**config.mk**
```make
export PLATFORM = sky130hd
export DESIGN_NAME = countdown_timer9bit
export DESIGN_NICKNAME = d
export VERILOG_FILES = /design/src/rtl/countdown_timer9bit.sv
export SDC_FILE = /design/constraint.sdc
export NUM_CORES = 1
export LEC_CHECK = 0
export ABC_AREA = 1
export CAP_MARGIN = 25
export CORE_AREA = 2 2 63 65
export DETAILED_ROUTE_END_ITERATION = 8
export DIE_AREA = 0 0 65 67
export GPL_ROUTABILITY_DRIVEN = 1
export PLACE_DENSITY = 0.85
export SYNTH_ARGS = -nofsm -noshare
export SYNTH_HDL_FRONTEND = slang
export SYNTH_SLANG_ARGS = --single-unit
```
**constraint.sdc**
```tcl
create_clock -name clk -period 1.8 [get_ports clk]
set_input_delay 0.36 -clock clk [delete_from_list [all_inputs] [get_ports clk]]
set_output_delay 0.36 -clock clk [all_outputs]
set_load 0.03 [all_outputs]
```
**src/rtl/countdown_timer9bit.sv**
```systemverilog
// Loadable down-counter/timer with one-shot or auto-reload expiry, a one-cycle
// done pulse, a sticky expired flag and a saturating count of reload expiries.
module countdown_timer9bit #(
    parameter int WIDTH = 9,
    parameter int RLDW  = 4
) (
    input  logic             clk,
    input  logic             clear,
    input  logic             load,
    input  logic [WIDTH-1:0] load_value,
    input  logic             start,
    input  logic             stop,
    input  logic             enable,
    input  logic             reload_en,
    output logic [WIDTH-1:0] count,
    output logic             busy,
    output logic             done,
    output logic             expired,
    output logic [RLDW-1:0]  reload_cnt
);

    typedef enum logic [1:0] {
        S_IDLE,
        S_RUN,
        S_DONE
    } state_t;

    localparam logic [WIDTH-1:0] CNT_ONE = WIDTH'(1);
    localparam logic [RLDW-1:0]  RLD_ONE = RLDW'(1);

    state_t           r_state;
    logic [WIDTH-1:0] r_preset;
    logic [WIDTH-1:0] r_count;
    logic             r_busy;
    logic             r_done;
    logic             r_expired;
    logic [RLDW-1:0]  r_reload_cnt;

    state_t           w_state_nxt;
    logic [WIDTH-1:0] w_preset_nxt;
    logic [WIDTH-1:0] w_count_nxt;
    logic             w_done_nxt;
    logic             w_expired_nxt;
    logic [RLDW-1:0]  w_reload_nxt;
    logic [WIDTH-1:0] w_preset_eff;

    always_ff @(posedge clk) begin
        if (clear) begin
            r_state      <= S_IDLE;
            r_preset     <= '0;
            r_count      <= '0;
            r_busy       <= 1'b0;
            r_done       <= 1'b0;
            r_expired    <= 1'b0;
            r_reload_cnt <= '0;
        end else begin
            r_state      <= w_state_nxt;
            r_preset     <= w_preset_nxt;
            r_count      <= w_count_nxt;
            r_busy       <= (w_state_nxt == S_RUN);
            r_done       <= w_done_nxt;
            r_expired    <= w_expired_nxt;
            r_reload_cnt <= w_reload_nxt;
        end
    end

    always_comb begin
        w_state_nxt   = r_state;
        w_preset_nxt  = r_preset;
        w_count_nxt   = r_count;
        w_done_nxt    = 1'b0;
        w_expired_nxt = r_expired;
        w_reload_nxt  = r_reload_cnt;
        // A start in the same cycle as a load must see the new preset.
        w_preset_eff  = load ? load_value : r_preset;

        case (r_state)
            S_IDLE, S_DONE: begin
                if (load) begin
                    w_preset_nxt = load_value;
                    w_count_nxt  = load_value;
                end
                if (start) begin
                    if (w_preset_eff != '0) begin
                        w_count_nxt   = w_preset_eff;
                        w_expired_nxt = 1'b0;
                        w_reload_nxt  = '0;
                        w_state_nxt   = S_RUN;
                    end else begin
                        w_count_nxt   = '0;
                        w_done_nxt    = 1'b1;
                        w_expired_nxt = 1'b1;
                        w_state_nxt   = S_DONE;
                    end
                end
            end
            S_RUN: begin
                if (stop) begin
                    w_state_nxt = S_IDLE;
                end else if (enable) begin
                    if (r_count == CNT_ONE) begin
                        w_done_nxt    = 1'b1;
                        w_expired_nxt = 1'b1;
                        if (reload_en) begin
                            w_count_nxt = r_preset;
                            if (r_reload_cnt != '1) begin
                                w_reload_nxt = r_reload_cnt + RLD_ONE;
                            end
                        end else begin
                            w_count_nxt = '0;
                            w_state_nxt = S_DONE;
                        end
                    end else begin
                        w_count_nxt = r_count - CNT_ONE;
                    end
                end
            end
            default: begin
                w_state_nxt = S_IDLE;
            end
        endcase
    end

    assign count      = r_count;
    assign busy       = r_busy;
    assign done       = r_done;
    assign expired    = r_expired;
    assign reload_cnt = r_reload_cnt;

endmodule

```
; ---- After elaboration in Yosys (flattened, before gate mapping)
; Index checks and enable logic that the tools add are counted.
[word_totals]
register_bits = 27
rom_bits = 0
latchBits = 0
ramBits = 0
n_memories = 0
in_bits = 16
wordCells = 64
[classes]
bitwise = 0
magnitude_cmp = 0
n_reduce_logical = 7
n_addsub = 2
n_mul = 0
n_div = 0
n_mux = 35
n_eq_ne = 13
shifts = 0
[op_table]
columns = operator, n
row1 = 9-bit two-way mux, 8
row2 = 4-bit two-way mux, 7
row3 = 9-bit one-hot mux with 2 select lines, 1
row4 = 2-bit != test (second input constant), 7
row5 = 2-bit two-way mux, 6
row6 = 9-bit by 1-bit == test with 1-bit output (second input constant), 1
row7 = 1-bit two-way mux, 9
row8 = 9-bit nonzero test, 1
row9 = 9-bit by 1-bit subtractor with 9-bit output (second input constant), 1
row10 = 4-bit one-hot mux with 2 select lines, 1
row11 = 8-bit AND reduction, 1
row12 = 5-bit AND reduction, 1
row13 = 4-bit by 1-bit adder with 4-bit output (second input constant), 1
row14 = 2-bit by 1-bit == test with 1-bit output (second input constant), 2
row15 = 4-bit != test (second input constant), 1
row16 = 1-bit one-hot mux with 2 select lines, 2
row17 = 2-bit one-hot mux with 2 select lines, 1
row18 = 4-bit AND reduction, 1
row19 = 3-bit != test (second input constant), 1
row20 = 2-bit == test (second input constant), 1
row21 = 2-bit zero test, 1
row22 = 2-bit nonzero test, 1
row23 = 2-bit OR reduction, 1

; ---- Longest topological paths before layout
[logic_depth]
word_depth = 7
mapped_depth = 12

; ---- Least setup slack after synthesis
; No wires, ideal clock.
[synth_path]
path_kind = register -> register
from = register r_count[0], in the netlist count[0]
to = register r_reload_cnt[3], in the netlist reload_cnt[3]
stages_incl_launch_ff = 11
required_time_ns = 1.668
setup_slack_ns = 0.118
path_buffers = 0
synth_period_minus_slack_ns = 1.682
t_arrival_ns = 1.550
cell_sequence = dfxtp_1 > ha_1 > nand2_1 > nor2_1 > nand2_2 > nand2_2 > nand2_1 > nor2_2 > nand2_2 > nand2_1 > a21oi_2
[synth_via]
elab_chain_len = 3
[synth_lines]
columns = item, line
row1 = start: declaration, 33  ; logic [WIDTH-1:0] r_count;
row2 = start signal: assignment, 59  ; r_count <= w_count_nxt;
row3 = 9-bit by 1-bit == test with 1-bit output, 101  ; if (r_count == CNT_ONE) begin
row4 = 2-bit != test (no line), -
row5 = 8-bit AND reduction (no line), -
row6 = end signal: assignment, 63  ; r_reload_cnt <= w_reload_nxt;
row7 = end: declaration, 37  ; logic [RLDW-1:0] r_reload_cnt;
; Every way passes these cells.
; A chain may end at the register's enable or synchronous reset.

; ---- Final worst setup path
[layout_path]
from = register r_count[7], in the netlist count[7]
to = output count[7]
[layout_lines]
columns = item, line
row1 = end: declaration, 15  ; output logic [WIDTH-1:0] count,
; No word-level cell between the ends.

==> qor.txt <==
outcome: complete, no violations
Synth async-reset ratio: 0%
clk buf depth: 2
Setup TNS: 0 ns
Final GP Congestion: 0.916
vias in the first global route: 1,995
Vias/cell: 5.19
Final Cell Area: 2510 um2
DP HPWL: 3.85 mm
PnR Total Power: 1.75 mW
hold_sp: r_preset[6]
Max-Cap Viols: 0
drt pass-1 iters: 4
RSZ-0062 raised after global routing: true
# setup viols final: 0
register area share after synthesis: 28.4%
clock-pin slew of the registers on the worst-case setup and hold paths: 0.09 ns
Worst Path Arrival: 1.37 ns
die width: 65 um
most frequent cells in the layout: 59 x nand2_1, 43 x inv_1, 33 x nor2_1, 29 x buf_4, 27 x dfxtp_1
# clock sinks: 27
actual slew at the worst max-slew pin: 0.477 ns
Hold Path Class: flop to flop
DR DRC count: 0
Area Growth Syn to Fin: 32.0%
first-pass GRT wire length: 8.74 mm
initial antenna violation count: 0
Nets: 376
Primary FF master, synth: dfxtp_1
Setup crit start: count[7]
Routed WL: 5.00 mm
Inst Count DP: 400
synth warn: 0
die area: 4360 um2
port buffer count: 31
syn_nets: 321
cell family with most CP delay: buffers and inverters
most common cell after layout, fill and taps aside: nand2_1
DR vias: 2,096
Tot GR Track Use: 25.5%
area post-placement: 2440 um2
fin cells: 404
reg2reg start: count[1]
EDFF count, synth: 0
library cells used by synthesis: 32
core region area: 3610 um2
I/O pin cnt: 32
Max Slew Vio Count: 0
share of cells above drive strength 1: 18.8%
average size of a mapped cell: 6.30 um2
leak pwr: 1.24 nW
hold path cells: 2
Skew-Pair Late Insertion Delay: 0.27 ns
CP max FO: 5
post-cts hold buffer count: 0
Synth Cell Area: 1900 um2
cell row count: 22
H-tree Lvls: 1
CP Capture Type: output pin
Initial Util: 52.7%
CP max stage cell: clkdlybuf4s50_1
#FFs+latches synth: 27
CP cell instances: clkdlybuf4s50_1
routed len/inst: 12.4 um
Worst Reg-to-Reg Cells: 10
highest clock rate: 0.579 GHz
CTS Buf Count: 3
ant diodes: 0
Rel. slew slack: 68.2%
DRT antenna net count: 0
Setup CP Type: flop to output pin
CP Launch Type: flop
final period utilization: 96.0%
Overflow after GRT: 0
Fin. Hold Viols: 0
die height: 67 um
Buf/Inv on CP: 1
min Tclk post-route: 1.73 ns
Peak VDD IR: 0.335 mV
CP Depth: 1
Root Driver: clkbuf_8
TritonCTS clock tree: yes
Max Clock Skew: 0.00225 ns
DR iter-0 viols: 120
synthesized instance count: 302
final core occ: 69.6%
largest net degree at the start of global routing: 19
Worst EP required: 1.44 ns
Pwr per Cell Area: 699 nW/um2
CP max stage delay: 0.69 ns
flip-flops by register name, indices dropped and copies added, names as in the netlist:
| signal | flops |
|---|---|
| count | 9 |
| r_preset | 9 |
| reload_cnt | 4 |
| r_state | 2 |
| busy | 1 |
| done | 1 |
| expired | 1 |
metal layers:
metal / GRT usage (%) / vias up / part of all wire, %
li1: - / 1080 / -
met3: 2.03 / 4 / 5.2
met4: 9.31 / 0 / 1.1
met2: 44.3 / 67 / 47
met1: 33.0 / 945 / 46
met5: 0 / - / 0
worst paths after layout:
| path | end | slack [ns] |
|---|---|---|
| setup reg to reg | reload_cnt[3] | 0.16 |
| hold reg to reg | r_preset[6] | 0.51 |
| hold / removal | r_preset[6] | 0.51 |
| setup / recovery | count[7] | 0.07 |
per-stage QoR:
step	worst slack, ns	hold slack [ns]
CTS	0.0216	0.510
global route	-0.0365	0.530
global placement	-0.196	0.480
finish	0.0717	0.510
detailed placement	-0.261	0.491
floorplan	0.118	0.468
Yosys cell counts (2+ instances only):
| master | instances | area (um2) |
|---|---|---|
| a21oi_1 | 24 | 120 |
| a21oi_2 | 2 | 17.5 |
| buf_2 | 3 | 15.0 |
| clkbuf_1 | 4 | 15.0 |
| dfxtp_1 | 27 | 541 |
| ha_1 | 3 | 37.5 |
| inv_1 | 44 | 165 |
| inv_2 | 5 | 18.8 |
| nand2_1 | 59 | 221 |
| nand2_2 | 13 | 81.3 |
| nand3_1 | 25 | 125 |
| nand4_1 | 3 | 18.8 |
| nor2_1 | 34 | 128 |
| nor2_4 | 5 | 56.3 |
| nor3b_1 | 2 | 15.0 |
| o211ai_1 | 7 | 52.6 |
| o21ai_0 | 25 | 125 |
| o21ai_1 | 2 | 10.0 |
| xor2_1 | 2 | 17.5 |
cell families (layout without fill, tap and decap cells):
group	count (synthesis)	in the layout	synth area share, %
AOI/OAI and AO/OA	63	63	18.8
xor gates and xnor gates	2	2	0.921
adders and majority gates	3	3	1.97
buffers and inverters	59	113	12.4
DFF	27	27	28.4
and+or+nand+nor	148	148	37.5
area by class of cell:
cell class                 count  area, um2
timing repair buffer          60        541
tap                           48       60.1
inverter                      49        188
multi-input combinational    216       1140
clock buffer                   4       45.0
sequential                    27        541
fill                         296       1090
what timing repair did:
action / 4_1_cts / 5_1_grt
gates resized for setup: 0 / 9
endpoints found under the setup margin: 0 / 20
hold endpoints to repair: 0 / 0
setup buffers: 0 / 0
where the power goes:
part / switching (mW) / total, mW / internal, mW
clock network: 0.184 / 0.343 / 0.158
registers: 0.0489 / 0.702 / 0.653
logic: 0.415 / 0.710 / 0.295
Note: power is estimated with default switching activity, not from simulation.
